$ cat src/rtl/seed_pkg.sv
// Shared definitions for the SEED cipher front end: block/key widths and the
// pin deserializer's frame state.
package seed_pkg;

    localparam int SEED_BLOCK_W = 128;
    localparam int SEED_KEY_W   = 128;

    typedef enum logic {
        IDLE    = 1'b0,
        COLLECT = 1'b1
    } state_t;

endpackage

$ cat src/rtl/pin_edge_sync.sv
// Brings an asynchronous GPIO strobe into the clk domain and turns each rising
// edge into a single-cycle pulse, however long the pin stays high.
module pin_edge_sync #(
    parameter int SYNC_STAGES = 2
) (
    input  logic clk,
    input  logic reset_n,
    input  logic async_in,
    output logic pulse
);

    logic [SYNC_STAGES-1:0] sync_q;
    logic                   hist_q;

    always_ff @(posedge clk or negedge reset_n) begin
        if (!reset_n) begin
            sync_q <= '0;
            hist_q <= 1'b0;
        end else begin
            sync_q <= {sync_q[SYNC_STAGES-2:0], async_in};
            hist_q <= sync_q[SYNC_STAGES-1];
        end
    end

    assign pulse = sync_q[SYNC_STAGES-1] & ~hist_q;

endmodule

$ cat src/rtl/stream_to_block.sv
// Deserializes MSB-first pin words from the GPIO header into one block and
// offers it to the cipher on a valid/ready handshake, split into plaintext and key.
module stream_to_block
    import seed_pkg::*;
#(
    parameter int DATA_W      = 8,
    parameter int BLOCK_BYTES = 32,
    parameter int KEY_BYTES   = 16,
    parameter int SYNC_STAGES = 2,
    parameter int NEED_START  = 1
) (
    input  logic                                    clk,
    input  logic                                    reset_n,
    input  logic                                    in_en,
    input  logic                                    start1,
    input  logic                                    load1,
    input  logic [DATA_W-1:0]                       part_msg1,
    output logic                                    out_valid,
    input  logic                                    out_ready,
    output logic [(BLOCK_BYTES-KEY_BYTES)*DATA_W-1:0] plaintext,
    output logic [KEY_BYTES*DATA_W-1:0]             key,
    output logic                                    short_err,
    output logic                                    ovr_err,
    input  logic                                    err_clr
);

    localparam int BLOCK_W = BLOCK_BYTES * DATA_W;
    localparam int KEY_W   = KEY_BYTES * DATA_W;
    localparam int PT_W    = BLOCK_W - KEY_W;
    localparam int CNT_W   = $clog2(BLOCK_BYTES);
    localparam logic [CNT_W-1:0] LAST_IDX  = CNT_W'(BLOCK_BYTES - 1);
    localparam state_t           RST_STATE = (NEED_START != 0) ? IDLE : COLLECT;

    logic start_pulse, load_pulse;

    pin_edge_sync #(.SYNC_STAGES(SYNC_STAGES)) u_start_sync (
        .clk      (clk),
        .reset_n  (reset_n),
        .async_in (start1),
        .pulse    (start_pulse)
    );

    pin_edge_sync #(.SYNC_STAGES(SYNC_STAGES)) u_load_sync (
        .clk      (clk),
        .reset_n  (reset_n),
        .async_in (load1),
        .pulse    (load_pulse)
    );

    state_t             state_q, state_d;
    logic [CNT_W-1:0]   count_q, count_d, widx;
    logic [BLOCK_W-1:0] asm_q, asm_d;
    logic [BLOCK_W-1:0] out_q, out_d;
    logic               vld_q, vld_d;
    logic               short_q, short_d;
    logic               ovr_q, ovr_d;

    always_ff @(posedge clk or negedge reset_n) begin
        if (!reset_n) begin
            state_q <= RST_STATE;
            count_q <= '0;
            asm_q   <= '0;
            out_q   <= '0;
            vld_q   <= 1'b0;
            short_q <= 1'b0;
            ovr_q   <= 1'b0;
        end else begin
            state_q <= state_d;
            count_q <= count_d;
            asm_q   <= asm_d;
            out_q   <= out_d;
            vld_q   <= vld_d;
            short_q <= short_d;
            ovr_q   <= ovr_d;
        end
    end

    // Ordering inside the enabled branch matters: clear before set so a set
    // condition wins, and start before load so a coincident word lands as word 0.
    always_comb begin
        state_d = state_q;
        count_d = count_q;
        asm_d   = asm_q;
        out_d   = out_q;
        vld_d   = vld_q;
        short_d = short_q;
        ovr_d   = ovr_q;
        widx    = count_q;
        if (in_en) begin
            if (err_clr) begin
                short_d = 1'b0;
                ovr_d   = 1'b0;
            end
            if (vld_q && out_ready)
                vld_d = 1'b0;
            if (start_pulse) begin
                if (state_q == COLLECT && count_q != '0)
                    short_d = 1'b1;
                state_d = COLLECT;
                count_d = '0;
                asm_d   = '0;
                widx    = '0;
            end
            if (load_pulse && (start_pulse || state_q == COLLECT)) begin
                asm_d[(BLOCK_BYTES - 1 - int'(widx)) * DATA_W +: DATA_W] = part_msg1;
                if (widx == LAST_IDX) begin
                    count_d = '0;
                    if (!vld_q || out_ready) begin
                        out_d = asm_d;
                        vld_d = 1'b1;
                    end else begin
                        ovr_d = 1'b1;
                    end
                end else begin
                    count_d = widx + CNT_W'(1);
                end
            end
        end
    end

    assign out_valid = vld_q;
    assign plaintext = out_q[BLOCK_W-1 -: PT_W];
    assign key       = out_q[KEY_W-1:0];
    assign short_err = short_q;
    assign ovr_err   = ovr_q;

endmodule

$ cat config.mk
export PLATFORM = sky130hd
export DESIGN_NAME = stream_to_block
export DESIGN_NICKNAME = d
export VERILOG_FILES = /design/src/rtl/seed_pkg.sv /design/src/rtl/pin_edge_sync.sv /design/src/rtl/stream_to_block.sv
export SDC_FILE = /design/constraint.sdc
export NUM_CORES = 1
export LEC_CHECK = 0
export CAP_MARGIN = 40
export CORE_MARGIN = 2
export CORE_UTILIZATION = 30
export DETAILED_ROUTE_END_ITERATION = 10
export PLACE_DENSITY = 0.52
export SKIP_CTS_REPAIR_TIMING = 1
export SLEW_MARGIN = 15
export SYNTH_ARGS = -nofsm -noshare
export SYNTH_HDL_FRONTEND = slang
export SYNTH_SLANG_ARGS = --single-unit
$ cat constraint.sdc
create_clock -name clk -period 3.8 [get_ports clk]
set_input_delay 0.76 -clock clk [delete_from_list [all_inputs] [get_ports clk]]
set_output_delay 0.76 -clock clk [all_outputs]
set_load 0.02 [all_outputs]
**Yosys cells after proc, flatten, opt, wreduce, memory -nomap -nowiden**

Index checks and enable logic that the tools add are counted.

- Muxes and demuxes: 19
- Shift operators: 2
- Magnitude comparators: 0
- Bitwise operators: 4
- Divide/modulo/power cells: 0
- Reductions and logical operators: 9
- $mul: 0
- Add/subtract/negate cells: 3
- Equality and inequality tests: 1

Operators with widths:

| operator | number |
|---|---|
| 2-to-1 mux 256 bit | 3 |
| bitwise mux 256 bit | 1 |
| variable shift 8 x 33 -> 256 bit (first input constant) | 1 |
| indexed part select 8 x 33 -> 256 bit | 1 |
| negator 9 -> 33 bit | 1 |
| 2-to-1 mux 5 bit | 4 |
| 2-to-1 mux 1 bit | 11 |
| subtractor 5 x 5 -> 6 bit (first input constant) | 1 |
| adder 5 x 1 -> 5 bit (second input constant) | 1 |
| == test 5 bit (second input constant) | 1 |
| nonzero test 5 bit | 1 |
| AND reduction 4 bit | 1 |
| logical AND 1 bit | 3 |
| bitwise AND 1 bit | 2 |
| logical OR 1 bit | 2 |
| NOT 1 bit | 2 |
| AND reduction 2 bit | 1 |
| zero test 1 bit | 1 |

- Output and inout port bits: 259
- Logic and storage cells: 49
- Memories: 0
- Bits in writable memories: 0
- Input port bits: 15
- Memory bits (read-only): 0
- Bits in latches: 0
- Flip-flop bits (word level): 527

**Longest topological paths before layout**

Gate-level depths: netlist (run 1).

- Depth in word-level cells: 9
- Mapped depth: 16

**By module**

From an unflattened synthesis (run 1), not the netlist that was laid out.

- Cells, all modules: 2193
- Area, all modules: 22210.1 µm²

By module, submodules not included:

| module | cells each | instances | area each (µm²) | sequential area each (µm²) |
|---|---|---|---|---|
| stream_to_block | 2185 | 1 | 22032.4 | 13037.5 |
| pin_edge_sync | 4 | 2 | 88.8 | 75.1 |

**Worst setup path after synthesis (run 1)**

Ideal clock, no wire load.

- Kind: register -> register
- From: register u_start_sync.sync_q[1]
- To: register asm_q[176]
- Period minus slack after synthesis: 3.811 ns
- Slack: -0.011 ns
- Path buffers: 5
- Cell stages (with the launch flop): 16
- Data arrival time: 3.674 ns
- Cells stage by stage: dfrtp_1 > nand2b_1 > clkbuf_1 > clkbuf_1 > and2_1 > ha_1 > buf_2 > and3_1 > clkbuf_1 > and2_1 > ha_1 > nand4bb_1 > clkbuf_1 > nor4_1 > nand2_1 > mux2i_1

- Cells in the longest elaborated chain, start to end: 8
- Elaborated cells between the ends (all ways): 13

RTL lines:

| item | line | text |
|---|---|---|
| start, declared | pin_edge_sync.sv:12 | `logic [SYNC_STAGES-1:0] sync_q;` |
| start signal, assigned | pin_edge_sync.sv:20 | `sync_q <= {sync_q[SYNC_STAGES-2:0], async_in};` |
| bitwise AND 1 bit (*) | pin_edge_sync.sv:25 | `assign pulse = sync_q[SYNC_STAGES-1] & ~hist_q;` |
| 2-to-1 mux 5 bit | -- |  |
| 2-to-1 mux 5 bit | stream_to_block.sv:89 | `if (in_en) begin` |
| subtractor 5 x 5 -> 6 bit | stream_to_block.sv:105 | `asm_d[(BLOCK_BYTES - 1 - int'(widx)) * DATA_W +: DATA_W] = part_msg1;` |
| negator 9 -> 33 bit | stream_to_block.sv:105 |  |
| indexed part select 8 x 33 -> 256 bit / variable shift 8 x 33 -> 256 bit (equally long branches) | stream_to_block.sv:105 |  |
| bitwise mux 256 bit | stream_to_block.sv:105 |  |
| 2-to-1 mux 256 bit (*) | stream_to_block.sv:104 | `if (load_pulse && (start_pulse \|\| state_q == COLLECT)) begin` |
| end signal, assigned | stream_to_block.sv:70 | `asm_q <= asm_d;` |
| end, declared | stream_to_block.sv:52 | `logic [BLOCK_W-1:0] asm_q, asm_d;` |

Mark *: on every way between the ends. The rest lies on a longest branch, timed or not. The select of a mux whose other input is x is not followed.
A chain may end at the register's enable or synchronous reset.

**Worst setup path in the final report (run 1)**

- From: register u_start_sync.hist_q
- To: register asm_q[163]

- Cells in the longest elaborated chain, start to end: 9
- Elaborated cells between the ends (all ways): 14

RTL lines:

| item | line | text |
|---|---|---|
| start, declared | pin_edge_sync.sv:13 | `logic hist_q;` |
| start signal, assigned | pin_edge_sync.sv:21 | `hist_q <= sync_q[SYNC_STAGES-1];` |
| NOT 1 bit (*) | pin_edge_sync.sv:25 |  |
| bitwise AND 1 bit (*) | pin_edge_sync.sv:25 |  |
| 2-to-1 mux 5 bit | -- |  |
| 2-to-1 mux 5 bit | stream_to_block.sv:89 |  |
| subtractor 5 x 5 -> 6 bit | stream_to_block.sv:105 |  |
| negator 9 -> 33 bit | stream_to_block.sv:105 |  |
| indexed part select 8 x 33 -> 256 bit / variable shift 8 x 33 -> 256 bit (equally long branches) | stream_to_block.sv:105 |  |
| bitwise mux 256 bit | stream_to_block.sv:105 |  |
| 2-to-1 mux 256 bit (*) | stream_to_block.sv:104 |  |

Marked as above.

==> reports/metrics.cfg, run 1 <==
[sta]
setup_ws_ps = 253
rsz0062_at_grt = false
holdWs_ps = 192
timing_hold_violations_final = 0
fmax_mhz = 282
worstMarginPinSlew_ps = 887
finalSetupTns_ps = 0
setup_viol = 0
post-route-period-util_pct = 93.4
timing.slew.headroom_pct = 40.2
maxSlewViolCount = 0
finalCriticalPeriod_ps = 3550
clock_skew_ps = 16.3

[pwr]
p_leak_nw = 13.9
power_density_nw_per_um2 = 456
finalPower_mw = 12.4
vdd.ir_drop.worst_uv = 312

[detailed_routing]
ant_nets = 0
viasPerCell = 4.70
drcViolationCount = 0
num_vias = 15700
wl_um = 65800
drt_iter0_markers = 1389
wl_per_cell_um = 19.7
drt-pass1-iter-count = 5

[placed_design]
dpl.hpwl_um = 45400
place_area_um2 = 25200
dp_slack_ps = 60.8
numPortBuffers = 273
place_congestion = 0.886
place_inst = 3239

[yosys]
yosysWarningCount = 0
synth_cell_types = 57
synthTopCellsByCount = nand2_1, dfrtp_1, mux2i_1, clkbuf_1, nand3_1
async_reset_ff_share_pct = 100
yosysMostFrequentCell = nand2_1
synth_area_leaders = dfrtp_1, nand2_1, mux2i_1
netlist_instances = 2100
syn_nets = 2117
ys_seq_area_share_pct = 61.9
ys_ff_latch = 527
synth_top_area_share_pct = 61.9
avgSynthCellArea_um2 = 10.1
synthFlopType = dfrtp_1
synth_top_cell_by_area = dfrtp_1
synth_area_um2 = 21300
synth_edf_count = 0

[floorplan]
rows = 97
initial_core_util_pct = 30.4
io_pins = 274
dieArea_um2 = 73200
dieWidth_um = 270
core_um2 = 70100
fp.dieH_um = 270

[global_route]
antenna_found_initial = 1
grt_pass1_vias = 16300
grt_max_degree = 140
grt_overflow = 0
grt_pass1_wl_um = 101000
grtUsageTotal_pct = 17.8

[finish]
design_area_um2 = 27300
syn2layout_area_growth_pct = 28.0
multi_input_area_um2 = 7600
fin_nets = 2375
diodes = 0
final_cell_count_no_fill = 3345
fillers = 7021
layout-drive-gt1-share_pct = 7.65
final_util_pct = 38.9
seqCellArea_um2 = 13200

[flow_run]
maxCapViolCount = 0

[setup_path]
path_class = flip-flop to flip-flop
cp.required_ps = 4320
cp-start-kind = flip-flop
crit_path_end_kind = flip-flop
worst_ep_arrival_time_ps = 4070
cp_max_fo = 9

[cts]
clock_latency_ps = 620
clock_path_buffers = 3
cts_buffers = 57
clkTransAtPathRegs_ps = 60
htreeDepth = 2
cts_tree = done
clock_tree.root_cell = clkbuf_16
clock_sinks = 527

[min_path]
min_path_type = primary input to asynchronous set/reset pin

[run_status]
status = finished, final reports clean

==> metal layers <==
metal / vias to the layer above / GRT usage (%) / wire length, µm
li1: 7306 / - / -
met1: 7916 / 24.4 / 30000
met2: 405 / 29.1 / 31100
met3: 92 / 3.02 / 3200
met4: 2 / 5.16 / 1480
met5: - / 0 / 13
==> layout make-up <==
type	instances	area share, %
Timing Repair Buffer	321	12.0
Multi-Input combinational cell	1447	27.9
Tap cell	940	4.31
Clock inverter	24	1.11
Inverter	4	0.0551
Sequential cell	527	48.4
Clock buffer	82	6.32
==> layout by cell type (no fill, tap or decap), drive strengths merged, types with 5 or more instances in the layout <==
cell	instances
nand2	986
a21oi	7
clkbuf	82
bufinv	6
a22o	34
nor3	10
nor2	28
dfrtp	527
a31oi	9
clkinvlp	5
clkdlybuf4s50	272
clkinv	11
mux2i	225
inv	6
and2	10
nor2b	5
nand4	14
o21ai	7
nand3	69
buf	49
==> power breakdown <==
group / switching, mW / internal, mW / leakage, nW
clock: 2.38 / 3.56 / 0.989
combinational: 0.608 / 0.179 / 5.56
sequential: 0.0412 / 5.66 / 7.33
total: 3.03 / 9.40 / 13.9
==> kinds of logic after synthesis <==
logic type	Yosys count	synth area share, %
buffers and inverters	126	2.58
muxes	225	10.6
DFF	527	61.9
xor gates and xnor gates	2	0.0822
adders and majority gates	2	0.117
AOI/OAI and AO/OA	74	2.73
and+or+nand+nor	1144	22.0
==> flip-flops by register name (all words and copies together), names as in the netlist <==
name,flops
short_err,1
u_load_sync.hist_q,1
out_q,256
u_start_sync.hist_q,1
out_valid,1
u_load_sync.sync_q,2
u_start_sync.sync_q,2
count_q,5
asm_q,256
state_q,1
ovr_err,1
==> critical path, stage by stage (launching register included) <==
cell and delay [ps]:
dfrtp_1 380, nand2b_2 200, and2_1 160, ha_1 290, and3_1 220, and2_1 170, ha_1 300, nand4bb_1 410
a21oi_1 530, nand4_2 500, mux2i_1 300
==> worst paths after layout <==
| check | slack [ps] | depth (start not counted) | start | end |
|---|---|---|---|---|
| setup / recovery | 250 | 10 | u_start_sync.hist_q | asm_q[163] |
| hold / removal | 190 | 1 | reset_n | out_q[121] |
| setup reg to reg | 250 | 10 | u_start_sync.hist_q | asm_q[163] |
| hold reg to reg | 350 | 0 | u_start_sync.sync_q[0] | u_start_sync.sync_q[1] |
| max in group asynchronous | 2640 | 2 | reset_n | out_q[13] |
| min in group clk | 350 | 0 | u_start_sync.sync_q[0] | u_start_sync.sync_q[1] |
No activity file was read; power rests on OpenSTA's default activity.
==> inputs of run 2 (changes only) <==
- CORE_ASPECT_RATIO: unset -> 1.4
- DONT_BUFFER_PORTS: unset -> 1
- PLACE_DENSITY: 0.52 -> 0.47
==> run 2 against run 1 <==
Compared with the run above: the flow now finishes with violations (negative hold slack, max-slew violations); utilization down 4.3 points; count of clock-buffer cells in the layout down 7; wire length up 3.9%; power down 3.7%.
==> reports/metrics.cfg, run 2 (synthesis results as in run 1) <==
[run_status]
status = finished, violations left  ; was finished, final reports clean
violations = negative hold slack, max-slew violations

[sta]
worstMarginPinSlew_ps = 4160  ; was 887 ps
setup_ws_ps = 241  ; was 253 ps
rsz0062_at_grt = true  ; was false
maxSlewViolCount = 442  ; was 0
clock_skew_ps = 13.0  ; was 16.3 ps
timing_hold_violations_final = 18  ; was 0
holdWs_ps = -119  ; was 192 ps
setup_viol = 0  ; unchanged
finalCriticalPeriod_ps = 3560  ; was 3550 ps
timing.slew.headroom_pct = -177  ; was 40.2%
post-route-period-util_pct = 93.7  ; was 93.4%
fmax_mhz = 281  ; was 282 MHz

[detailed_routing]
viasPerCell = 4.77  ; was 4.70
ant_nets = 0  ; unchanged
drcViolationCount = 0  ; unchanged
wl_per_cell_um = 22.4  ; was 19.7 µm
wl_um = 68400  ; was 65800 µm
num_vias = 14600  ; was 15700
drt-pass1-iter-count = 5  ; unchanged
drt_iter0_markers = 1046  ; was 1389

[placed_design]
place_congestion = 0.831  ; was 0.886
numPortBuffers = 0  ; was 273
dpl.hpwl_um = 45500  ; was 45400 µm
dp_slack_ps = 25.6  ; was 60.8 ps

[global_route]
grt_max_degree = 528  ; was 140
grt_pass1_vias = 15300  ; was 16300
grt_pass1_wl_um = 103000  ; was 101000 µm
grt_overflow = 0  ; unchanged
grtUsageTotal_pct = 18.8  ; was 17.8%
antenna_found_initial = 1  ; unchanged

[pwr]
p_switching_mw = 2.89  ; was 3.03 mW
combPwrFrac_pct = 5.4  ; was 6.3%
pwr-share-clk_pct = 46.8  ; was 47.8%
pwr-share-seq_pct = 47.7  ; was 45.9%
p_int_mw = 9.08  ; was 9.40 mW
netSwitchingFraction_pct = 24.2  ; was 24.4%
p_leak_nw = 12.8  ; was 13.9 nW
power_density_nw_per_um2 = 494  ; was 456 nW/µm²
vdd.ir_drop.worst_uv = 280  ; was 312 µV

[cts]
clock_path_buffers = 3  ; unchanged
clock_tree.root_cell = clkbuf_16  ; unchanged
cts_tree = done  ; unchanged
clock_sinks = 527  ; unchanged
cts_buffers = 54  ; was 57
htreeDepth = 2  ; unchanged
clock_latency_ps = 620  ; about the same
clkTransAtPathRegs_ps = 70  ; was 60 ps

[floorplan]
dieArea_um2 = 73200  ; about the same
dieWidth_um = 229  ; was 270 µm
fp.dieH_um = 319  ; was 270 µm
initial_core_util_pct = 30.3  ; was 30.4%
rows = 115  ; was 97
core_um2 = 70200  ; was 70100 µm²
io_pins = 274  ; unchanged

[setup_path]
path_class = flip-flop to flip-flop  ; unchanged
cp.required_ps = 4320  ; about the same
worst_ep_arrival_time_ps = 4080  ; was 4070 ps
cp-start-kind = flip-flop  ; unchanged
rr_worst_depth = 11  ; was 10
cp_max_fo = 9  ; unchanged
crit_path_end_kind = flip-flop  ; unchanged

[finish]
fillers = 7249  ; was 7021
syn2layout_area_growth_pct = 13.8  ; was 28.0%
layout-drive-gt1-share_pct = 7.63  ; was 7.65%
seqCellArea_um2 = 13200  ; unchanged
layout_commonest_cell = nand2_1  ; unchanged
mostFrequentLayoutCells = nand2_1, dfrtp_1, mux2i_1  ; was nand2_1, dfrtp_1, clkdlybuf4s50_1
multi_input_area_um2 = 7610  ; was 7600 µm²
reg_top3 = asm_q: 256 flops, out_q: 256 flops, count_q: 5 flops  ; unchanged
fin_nets = 2085  ; was 2375

[min_path]
min_path_type = primary input to asynchronous set/reset pin  ; unchanged

[flow_run]
maxCapViolCount = 0  ; unchanged

-- run 2: cell count changes in the layout (fill, tap and decap cells not counted), sizes merged --
cell,delta
buf,-15
bufinv,-1
clkbuf,-7
clkdlybuf4s50,-272
clkinv,+4
clkinvlp,-3
diode,+1
-- run 2: layout make-up --
type | instances | area share (%)
Antenna cell | 1 | 0.0103
Tap cell | 936 | 4.83
Multi-Input combinational cell | 1447 | 31.4
Clock buffer | 75 | 6.57
Inverter | 4 | 0.0619
Sequential cell | 527 | 54.4
Clock inverter | 24 | 1.09
Timing Repair Buffer | 34 | 1.66
-- run 2: worst max-delay path, stage by stage, from the launching register on --
cell and delay, ps:
dfrtp_1 430, inv_1 200, nor2_1 80, ha_1 310
and3_1 200, and2_1 160, ha_1 390, nand4bb_1 440
nor2_1 260, a32oi_1 160, nor2_2 570, mux2i_1 260
-- run 2: power by group through the flow --
stage          registers (mW)  clock network (mW)  logic (mW)
6_report                 5.71                5.61       0.651
5_1_grt                  5.71                6.01       0.694
4_1_cts                  5.71                5.79       0.659
3_5_place_dp             5.81                   0       0.657
3_3_place_gp             5.81                   0       0.649
2_1_floorplan            5.79                   0       0.363
-- run 2: through the flow --
step                      cells  area (µm²)  TNS (ps)  total power, mW  util, %
final                      3048       24200         0             12.0     34.5
after global routing       3047       24200      -125             12.4     34.5
after CTS                  3045       24200     -3.46             12.2     34.5
after detailed placement   2946       22300         0             6.47     31.8
after global placement     2940       22300         0             6.46     31.7
after floorplan            2100       21300     -98.9             6.15        -
-- run 2: routing by layer --
layer | track usage (%) | vias to the layer above | part of all wire (%)
li1 | - | 6738 | -
met1 | 23.1 | 7361 | 41
met2 | 32.7 | 349 | 51
met3 | 4.06 | 106 | 5.4
met4 | 6.09 | 0 | 2.9
met5 | 0 | - | 0
-- run 2: final timing paths --
kind | to | slack, ps | start
max | asm_q[243] | 240 | count_q[0]
min | out_q[139] | -120 | reset_n
max reg2reg | asm_q[243] | 240 | count_q[0]
min reg2reg | u_start_sync.sync_q[1] | 380 | u_start_sync.sync_q[0]
max in group asynchronous | asm_q[1] | 710 | reset_n
min in group clk | u_start_sync.sync_q[0] | 170 | start1
